<file path="config.mk">
export PLATFORM = sky130hd
export DESIGN_NAME = fifo_axis_reader_flat
export DESIGN_NICKNAME = d
export VERILOG_FILES = /design/src/rtl/fifo_axis_reader_if.sv /design/src/rtl/fifo_axis_reader.sv /design/src/flat_wrapper.sv
export SDC_FILE = /design/constraint.sdc
export NUM_CORES = 1
export LEC_CHECK = 0
export CAP_MARGIN = 20
export CELL_PAD_IN_SITES_DETAIL_PLACEMENT = 2
export CELL_PAD_IN_SITES_GLOBAL_PLACEMENT = 2
export CORE_MARGIN = 2
export CORE_UTILIZATION = 32
export CTS_CLUSTER_DIAMETER = 100
export DETAILED_ROUTE_END_ITERATION = 10
export PLACE_DENSITY = 0.77
export RECOVER_POWER = 50
export SLEW_MARGIN = 20
export SYNTH_ARGS = -nofsm -noshare
export SYNTH_HDL_FRONTEND = slang
export SYNTH_SLANG_ARGS = --single-unit
</file>
<file path="constraint.sdc">
create_clock -name Clk -period 3.7 [get_ports Clk]
set_input_delay 0.37 -clock Clk [delete_from_list [all_inputs] [get_ports Clk]]
set_output_delay 0.37 -clock Clk [all_outputs]
set_load 0.1 [all_outputs]
</file>
<file path="src/rtl/fifo_axis_reader_if.sv">
// Bundles the FIFO read-port signals and the AXI4-Stream master signals of fifo_axis_reader.
// With FIFO_AXIS_READER_TUSER_EN defined, the bundle also carries m_axis_tuser (start-of-packet).
interface fifo_axis_reader_if #(
    parameter int unsigned DATA_WIDTH = 8,
    parameter int unsigned CNT_WIDTH  = 16
) ();
    logic [DATA_WIDTH-1:0] Fifo_data_in;
    logic                  Fifo_empty_in;
    logic                  Fifo_read_en_out;
    logic [DATA_WIDTH-1:0] m_axis_tdata;
    logic                  m_axis_tvalid;
    logic                  m_axis_tready;
    logic                  m_axis_tlast;
`ifdef FIFO_AXIS_READER_TUSER_EN
    logic                  m_axis_tuser;
`endif
    logic [CNT_WIDTH-1:0]  Beat_cnt_out;

    modport master (
        input  Fifo_data_in, Fifo_empty_in, m_axis_tready,
        output Fifo_read_en_out, m_axis_tdata, m_axis_tvalid, m_axis_tlast,
`ifdef FIFO_AXIS_READER_TUSER_EN
        output m_axis_tuser,
`endif
        output Beat_cnt_out
    );

    modport slave (
        output Fifo_data_in, Fifo_empty_in, m_axis_tready,
        input  Fifo_read_en_out, m_axis_tdata, m_axis_tvalid, m_axis_tlast,
`ifdef FIFO_AXIS_READER_TUSER_EN
        input  m_axis_tuser,
`endif
        input  Beat_cnt_out
    );
endinterface

</file>
<file path="src/rtl/fifo_axis_reader.sv">
// Drains a 1-cycle-latency FIFO read port into an AXI4-Stream master, framed into PACKET_LEN-beat packets.
// Optional start-of-packet m_axis_tuser output is enabled by defining FIFO_AXIS_READER_TUSER_EN.
module fifo_axis_reader #(
    parameter int unsigned DATA_WIDTH = 8,
    parameter int unsigned PACKET_LEN = 16,
    parameter int unsigned CNT_WIDTH  = 16
) (
    input  logic                 Clk,
    input  logic                 Rst_n,
    input  logic                 Flush_in,
    fifo_axis_reader_if.master   bus
);
    localparam logic [CNT_WIDTH-1:0] LAST_BEAT = CNT_WIDTH'(PACKET_LEN - 1);

    logic                  started_q,  started_d;
    logic                  inflight_q, inflight_d;
    logic                  head_vld_q, head_vld_d;
    logic                  tail_vld_q, tail_vld_d;
    logic [DATA_WIDTH-1:0] head_q,     head_d;
    logic [DATA_WIDTH-1:0] tail_q,     tail_d;
    logic [CNT_WIDTH-1:0]  beat_q,     beat_d;
    logic                  tlast_q,    tlast_d;
`ifdef FIFO_AXIS_READER_TUSER_EN
    logic                  tuser_q,    tuser_d;
`endif
    logic                  pop_c;
    logic [1:0]            occ_after_pop_c;
    logic                  rd_en_c;

    // Issue, buffer, and framing next-state logic
    always_comb begin
        started_d  = 1'b1;
        inflight_d = 1'b0;
        head_vld_d = head_vld_q;
        tail_vld_d = tail_vld_q;
        head_d     = head_q;
        tail_d     = tail_q;
        beat_d     = beat_q;

        pop_c           = head_vld_q & bus.m_axis_tready;
        occ_after_pop_c = {1'b0, head_vld_q} + {1'b0, tail_vld_q} - {1'b0, pop_c};
        // In-flight word lands next cycle, so it already owns a slot
        rd_en_c = started_q & ~Flush_in & ~bus.Fifo_empty_in
                & ((occ_after_pop_c + {1'b0, inflight_q}) < 2'd2);
        inflight_d = rd_en_c;

        if (pop_c) begin
            head_vld_d = tail_vld_q;
            head_d     = tail_q;
            tail_vld_d = 1'b0;
            beat_d     = (beat_q == LAST_BEAT) ? '0 : beat_q + CNT_WIDTH'(1);
        end

        if (inflight_q) begin
            if (!head_vld_d) begin
                head_vld_d = 1'b1;
                head_d     = bus.Fifo_data_in;
            end else begin
                tail_vld_d = 1'b1;
                tail_d     = bus.Fifo_data_in;
            end
        end

        if (Flush_in) begin
            inflight_d = 1'b0;
            head_vld_d = 1'b0;
            tail_vld_d = 1'b0;
            beat_d     = '0;
        end

        tlast_d = head_vld_d & (beat_d == LAST_BEAT);
`ifdef FIFO_AXIS_READER_TUSER_EN
        tuser_d = head_vld_d & (beat_d == '0);
`endif
    end

    always_ff @(posedge Clk or negedge Rst_n) begin
        if (!Rst_n) begin
            started_q  <= 1'b0;
            inflight_q <= 1'b0;
            head_vld_q <= 1'b0;
            tail_vld_q <= 1'b0;
            head_q     <= '0;
            tail_q     <= '0;
            beat_q     <= '0;
            tlast_q    <= 1'b0;
`ifdef FIFO_AXIS_READER_TUSER_EN
            tuser_q    <= 1'b0;
`endif
        end else begin
            started_q  <= started_d;
            inflight_q <= inflight_d;
            head_vld_q <= head_vld_d;
            tail_vld_q <= tail_vld_d;
            head_q     <= head_d;
            tail_q     <= tail_d;
            beat_q     <= beat_d;
            tlast_q    <= tlast_d;
`ifdef FIFO_AXIS_READER_TUSER_EN
            tuser_q    <= tuser_d;
`endif
        end
    end

    assign bus.Fifo_read_en_out = rd_en_c;
    assign bus.m_axis_tdata     = head_q;
    assign bus.m_axis_tvalid    = head_vld_q;
    assign bus.m_axis_tlast     = tlast_q;
`ifdef FIFO_AXIS_READER_TUSER_EN
    assign bus.m_axis_tuser     = tuser_q;
`endif
    assign bus.Beat_cnt_out     = beat_q;
endmodule

</file>
<file path="src/flat_wrapper.sv">
// flat-port wrapper written by rule: the top's interface ports become plain ports
module fifo_axis_reader_flat 
#(
    parameter int unsigned DATA_WIDTH = 8,
    parameter int unsigned PACKET_LEN = 16,
    parameter int unsigned CNT_WIDTH  = 16
)
  (Clk, Rst_n, Flush_in, bus_Fifo_data_in, bus_Fifo_empty_in, bus_m_axis_tready, bus_Fifo_read_en_out, bus_m_axis_tdata, bus_m_axis_tvalid, bus_m_axis_tlast, bus_Beat_cnt_out);
  fifo_axis_reader_if #(.DATA_WIDTH(DATA_WIDTH), .CNT_WIDTH(CNT_WIDTH)) bus_i ();
  input  logic Clk;
  input  logic Rst_n;
  input  logic Flush_in;
  input wire logic [$bits(bus_i.Fifo_data_in)-1:0] bus_Fifo_data_in;
  input wire logic [$bits(bus_i.Fifo_empty_in)-1:0] bus_Fifo_empty_in;
  input wire logic [$bits(bus_i.m_axis_tready)-1:0] bus_m_axis_tready;
  output wire logic [$bits(bus_i.Fifo_read_en_out)-1:0] bus_Fifo_read_en_out;
  output wire logic [$bits(bus_i.m_axis_tdata)-1:0] bus_m_axis_tdata;
  output wire logic [$bits(bus_i.m_axis_tvalid)-1:0] bus_m_axis_tvalid;
  output wire logic [$bits(bus_i.m_axis_tlast)-1:0] bus_m_axis_tlast;
  output wire logic [$bits(bus_i.Beat_cnt_out)-1:0] bus_Beat_cnt_out;
  assign bus_i.Fifo_data_in = bus_Fifo_data_in;
  assign bus_i.Fifo_empty_in = bus_Fifo_empty_in;
  assign bus_i.m_axis_tready = bus_m_axis_tready;
  assign bus_Fifo_read_en_out = bus_i.Fifo_read_en_out;
  assign bus_m_axis_tdata = bus_i.m_axis_tdata;
  assign bus_m_axis_tvalid = bus_i.m_axis_tvalid;
  assign bus_m_axis_tlast = bus_i.m_axis_tlast;
  assign bus_Beat_cnt_out = bus_i.Beat_cnt_out;
  fifo_axis_reader #(.DATA_WIDTH(DATA_WIDTH), .PACKET_LEN(PACKET_LEN), .CNT_WIDTH(CNT_WIDTH)) u_core (.Clk(Clk), .Rst_n(Rst_n), .Flush_in(Flush_in), .bus(bus_i));
endmodule
</file>
Yosys cells after proc, flatten, opt, wreduce, memory -nomap -nowiden
Index checks and enable logic that the tools add are counted.
{ "word_totals": {"inputBits": 13, "wordCells": 37, "out_inout_bits": 27, "regBits": 37} }
{ "classes": {"reduce_logical": 1, "n_eq_ne": 2, "n_lt_le_gt_ge": 1, "bitwise": 7, "n_mux": 14, "add_sub_neg": 4} }
{ "ops": {"columns": ["cell", "n"], "rows": [
  ["$mux W16", 3],
  ["$eq A16 B4 Y1 const B", 2],
  ["$mux W8", 3],
  ["$add A16 B1 Y16 const B", 1],
  ["$mux W1", 8],
  ["$and A1 B1 Y1", 5],
  ["$add A1 B1 Y2", 1],
  ["$add A2 B1 Y2", 1],
  ["$lt A2 B2 Y1 const B", 1],
  ["$not A1 Y1", 2],
  ["$reduce_and A2 Y1", 1],
  ["$sub A2 B1 Y2", 1]
]} }

Logic depth before layout (Yosys ltp)
{ "logic_depth": {"word_depth": 6, "ltp_mapped": 9, "ltp_nobuf": 8} }

Worst setup path after synthesis
OpenSTA, ideal clock, no wires.
{ "synth_path": {"path_kind": "register -> output", "from": "register u_core.head_vld_q, in the netlist u_core.bus.m_axis_tvalid", "to": "output bus_Fifo_read_en_out", "path_buffers": 1, "arrival_time_ns": 5.540, "path_slack_ns": -2.210, "required_time_ns": 3.330, "path_stages_with_launch": 10, "cell_sequence": "dfrtp_1 -> nand2_1 -> inv_1 -> buf_2 -> ha_1 -> inv_1 -> ha_1 -> a21oi_1 -> xnor2_1 -> nor4b_1"} }
{ "synth_via": {"elab_chain_len": 5, "word_cells_on_any_way": 6, "classes_between": "3 x add/sub; 1 x order compare; 2 x bitwise"} }
{ "synth_rtl": {"columns": ["item", "line", "source"], "rows": [
  ["start: declaration", "fifo_axis_reader.sv:17", "logic head_vld_q, head_vld_d;"],
  ["start signal: assignment", "fifo_axis_reader.sv:93", "head_vld_q <= head_vld_d;"],
  ["$add A1 B1 Y2 or $and A1 B1 Y1 (tied branches)", "fifo_axis_reader.sv:41, fifo_axis_reader.sv:40", null],
  ["$sub A2 B1 Y2 *", "fifo_axis_reader.sv:41", "occ_after_pop_c = {1'b0, head_vld_q} + {1'b0, tail_vld_q} - {1'b0, pop_c};"],
  ["$add A2 B1 Y2 *", "fifo_axis_reader.sv:44", "& ((occ_after_pop_c + {1'b0, inflight_q}) < 2'd2);"],
  ["$lt A2 B2 Y1 *", "fifo_axis_reader.sv:44", null],
  ["$and A1 B1 Y1 *", "fifo_axis_reader.sv:44", null],
  ["end: declaration", "flat_wrapper.sv:16", "output wire logic [$bits(bus_i.Fifo_read_en_out)-1:0] bus_Fifo_read_en_out;"]
]} }
Mark *: on every way between the ends. The rest lies on a longest branch, timed or not.

Final worst setup path
{ "layout_path": {"from": "input bus_m_axis_tready", "to": "output bus_Fifo_read_en_out"} }
{ "layout_via": {"elab_chain_len": 5} }
{ "layout_rtl": {"columns": ["item", "line", "source"], "rows": [
  ["start: declaration", "flat_wrapper.sv:15", "input wire logic [$bits(bus_i.m_axis_tready)-1:0] bus_m_axis_tready;"],
  ["$and A1 B1 Y1", "fifo_axis_reader.sv:40", "pop_c = head_vld_q & bus.m_axis_tready;"],
  ["$sub A2 B1 Y2", "fifo_axis_reader.sv:41", null],
  ["$add A2 B1 Y2", "fifo_axis_reader.sv:44", null],
  ["$lt A2 B2 Y1", "fifo_axis_reader.sv:44", null],
  ["$and A1 B1 Y1", "fifo_axis_reader.sv:44", null]
]} }
No other way between the ends.

==> reports/metrics.cfg <==
[run_status]
status=finished, violations left
violations=max-capacitance violations, max-slew violations

[worst_hold_path]
hold_path_stages=1
min-delay-start=u_core.tail_q[7]
worst_hold_path_type=reg -> reg
endpoint_of_the_worst_hold_path=u_core.tail_q[7]

[sta]
finalSetupTns_ns=0
achievable-frequency_mhz=325.8
slew_headroom_pct=-37.10
slew_limit_fails=38
hold_violations=0
share_of_the_clock_period_used_by_the_worst_path_pct=82.95
shortest_clock_period_the_worst_path_allows_after_layout_ns=3.069
skew_ns=0.007621
timing_worst_slew_pin_value_ns=2.056
rsz0062_at_grt=no
timing.final.setup_violations=0

[global_routing]
grt_use_total_pct=17.30
grt_max_degree=38
via_count_of_the_first_global_routing_pass=1699
antenna_found_initial=0
first_pass_grt_wire_length_um=8707
grt-ovfl-total=0

[critical_path]
worst_r2r_startpoint=u_core.bus.m_axis_tvalid
critPathRequiredTime_ns=3.33
r2r_cells=8
endpoint_kind=primary output
arrival_time_of_the_worst_setup_path_ns=2.70
cp-startpoint=bus_m_axis_tready
cp-start-kind=primary input
path_max_fanout=6
timing.setup.critical_path_class=in -> out
r2r-end=u_core.bus.m_axis_tlast
timing.reg2reg.setup_slack_ns=1.29

[pwr]
leakage_power_figure_nw=0.9968
power.density_cell_area_nw_per_um2=405.1
max-vdd-ir-drop_v=0.0002600

[detailed_routing]
detail_route.vias_per_cell=5.096
drc_errors=0
detailedRoute.firstPassIterationCount=4
via_count=1534
final_antenna_net_count=0
route.final.wire_length_um=5003
route.detailed.wl_per_inst_um=16.62
number_of_drc_markers_in_iteration_0=53

[clock_tree]
cts_tree=yes
htreeDepth=2
post_cts.resized_instances=0
numCtsBuffers=5
clk_latency_worst_skew_pair_ns=0.29
cts_buffer_depth=2
hold_buffers=0
clk_pin_slew_ns=0.08
tritoncts_num_sinks=37
cts.repair_timing.setup_buffer_count=0
clock_tree.root_cell=sky130_fd_sc_hd__clkbuf_8

[cells_and_area]
drive_gt1_share_pct=12.39
insertedDiodeCount=0
mostFrequentLayoutCells=sky130_fd_sc_hd__clkdlybuf4s50_1, sky130_fd_sc_hd__dfrtp_1, sky130_fd_sc_hd__nor2_1
synthToLayoutAreaGrowth_pct=29.02
final_nets=241
layout.cell_area.non_filler_um2=2470
fillers=615

[die]
core_area_um2=5851
design.die.area_um2=6617
number_of_cell_rows=28
floorplan.die.width_um=81.35
start_util_pct=32.72
chipHeight_um=81.35
boundary_pin_count=40

[logic_synthesis]
syn-cell-area_um2=1914
synth_top_cell_by_area=sky130_fd_sc_hd__dfrtp_1
synthesized_netlist_net_count=204
synth.top_cell.area_share_pct=48.37
syn-mean-instance-area_um2=10.18
synth-edff-count=0
ys_async_sr_fraction_pct=100.0
synth_area_leaders=sky130_fd_sc_hd__dfrtp_1, sky130_fd_sc_hd__xnor2_1, sky130_fd_sc_hd__mux2_2
synth-warning-count=0
cell_variety_after_synth=41
seq_area_frac_synth_pct=48.37
ys.flop_type=sky130_fd_sc_hd__dfrtp_1
synth.ff_latch_count=37
synthesis.instances=188

[placement]
place.port_buffers=39
gp_congestion=0.7607
detailed_place_hpwl_um=3577
postPlaceCellArea_um2=2374

[job]
maxCapViolCount=1

cells by family (layout without fill, tap and decap cells):
family                   count (synthesis)  in the layout  share of synthesized area [%]
AND/OR/NAND/NOR                         76             76                          22.03
flip-flops                              37             37                          48.37
AO/OA/AOI/OAI                           22             22                          6.798
XOR/XNOR                                17             17                          7.778
multiplexers                            16             16                          8.889
buffers and inverters                   16             54                          3.986
adder cells (fa/ha/maj)                  3              3                          1.961
other                                    1              1                         0.1959
metrics by stage:
step           total power, mW  std cells  hold slack (ns)  utilization (%)  setup slack (ns)
4_1_cts                  1.018        301           0.2236            42.30            0.7135
3_3_place_gp            0.6874        293           0.4935            40.57            0.7732
5_1_grt                  1.047        301           0.5482            42.22            0.4692
3_5_place_dp            0.6929        293           0.4985            40.57            0.7254
6_report                 1.001        301           0.5112            42.22            0.6308
2_1_floorplan           0.6157        188          0.07441                -           0.09954
flip-flops by register name (all words and copies together), names as in the netlist:
signal and flops:
u_core.bus.Beat_cnt_out 16, u_core.bus.m_axis_tdata 8, u_core.bus.m_axis_tlast 1, u_core.bus.m_axis_tvalid 1, u_core.inflight_q 1, u_core.started_q 1, u_core.tail_q 8, u_core.tail_vld_q 1
report_power, final:
| part | leakage, nW | internal, mW | switching (mW) |
|---|---|---|---|
| Combinational | 0.444 | 0.0606 | 0.174 |
| Clock | 0.0542 | 0.169 | 0.149 |
| Sequential | 0.499 | 0.431 | 0.0174 |
layout make-up:
cell class	instances	area (um2)	share of cell area, %
Tap cell	75	93.84	3.799
Timing Repair Buffer	40	397.9	16.11
Clock inverter	1	5.005	0.2026
Multi-Input combinational cell	135	927.1	37.54
Inverter	6	22.52	0.9119
Clock buffer	7	96.34	3.901
Sequential cell	37	927.1	37.54
critical path: stages:
cell and delay, ns:
sky130_fd_sc_hd__dlygate4sd3_1 0.60, sky130_fd_sc_hd__nand2_1 0.21, sky130_fd_sc_hd__inv_1 0.09, sky130_fd_sc_hd__ha_1 0.27, sky130_fd_sc_hd__inv_1 0.04, sky130_fd_sc_hd__ha_1 0.26, sky130_fd_sc_hd__a21oi_1 0.16, sky130_fd_sc_hd__xnor2_1 0.14
sky130_fd_sc_hd__nor4b_4 0.35, sky130_fd_sc_hd__buf_12 0.21
worst max-delay path by stage:
| stage | endpoint | cells after the start |
|---|---|---|
| after floorplan | bus_Fifo_read_en_out | 9 |
| after global placement | bus_Fifo_read_en_out | 10 |
| after detailed placement | bus_Fifo_read_en_out | 10 |
| after CTS | bus_Fifo_read_en_out | 10 |
| after global routing | bus_Fifo_read_en_out | 10 |
| final | bus_Fifo_read_en_out | 10 |
per-layer routing:
metal	GRT usage (%)	vias to the layer above	share of wire [%]
li1	-	725	-
met3	4.222	6	3.7
met2	28.36	33	49
met4	4.576	0	1.1
met5	0	-	0
met1	22.76	770	46
cell usage after synthesis (3+ instances only):
| library cell | instances |
|---|---|
| sky130_fd_sc_hd__inv_1 | 6 |
| sky130_fd_sc_hd__nand4_1 | 3 |
| sky130_fd_sc_hd__nand2_1 | 17 |
| sky130_fd_sc_hd__nand3_1 | 7 |
| sky130_fd_sc_hd__mux2_2 | 8 |
| sky130_fd_sc_hd__a21oi_1 | 5 |
| sky130_fd_sc_hd__ha_1 | 3 |
| sky130_fd_sc_hd__clkbuf_1 | 4 |
| sky130_fd_sc_hd__mux2i_1 | 8 |
| sky130_fd_sc_hd__dfrtp_1 | 37 |
| sky130_fd_sc_hd__nor3_1 | 5 |
| sky130_fd_sc_hd__o21ai_0 | 13 |
| sky130_fd_sc_hd__and3_1 | 3 |
| sky130_fd_sc_hd__xnor2_1 | 11 |
| sky130_fd_sc_hd__buf_2 | 3 |
| sky130_fd_sc_hd__xor2_1 | 6 |
| sky130_fd_sc_hd__nor2_1 | 18 |
No activity file was read; power rests on OpenSTA's default activity.
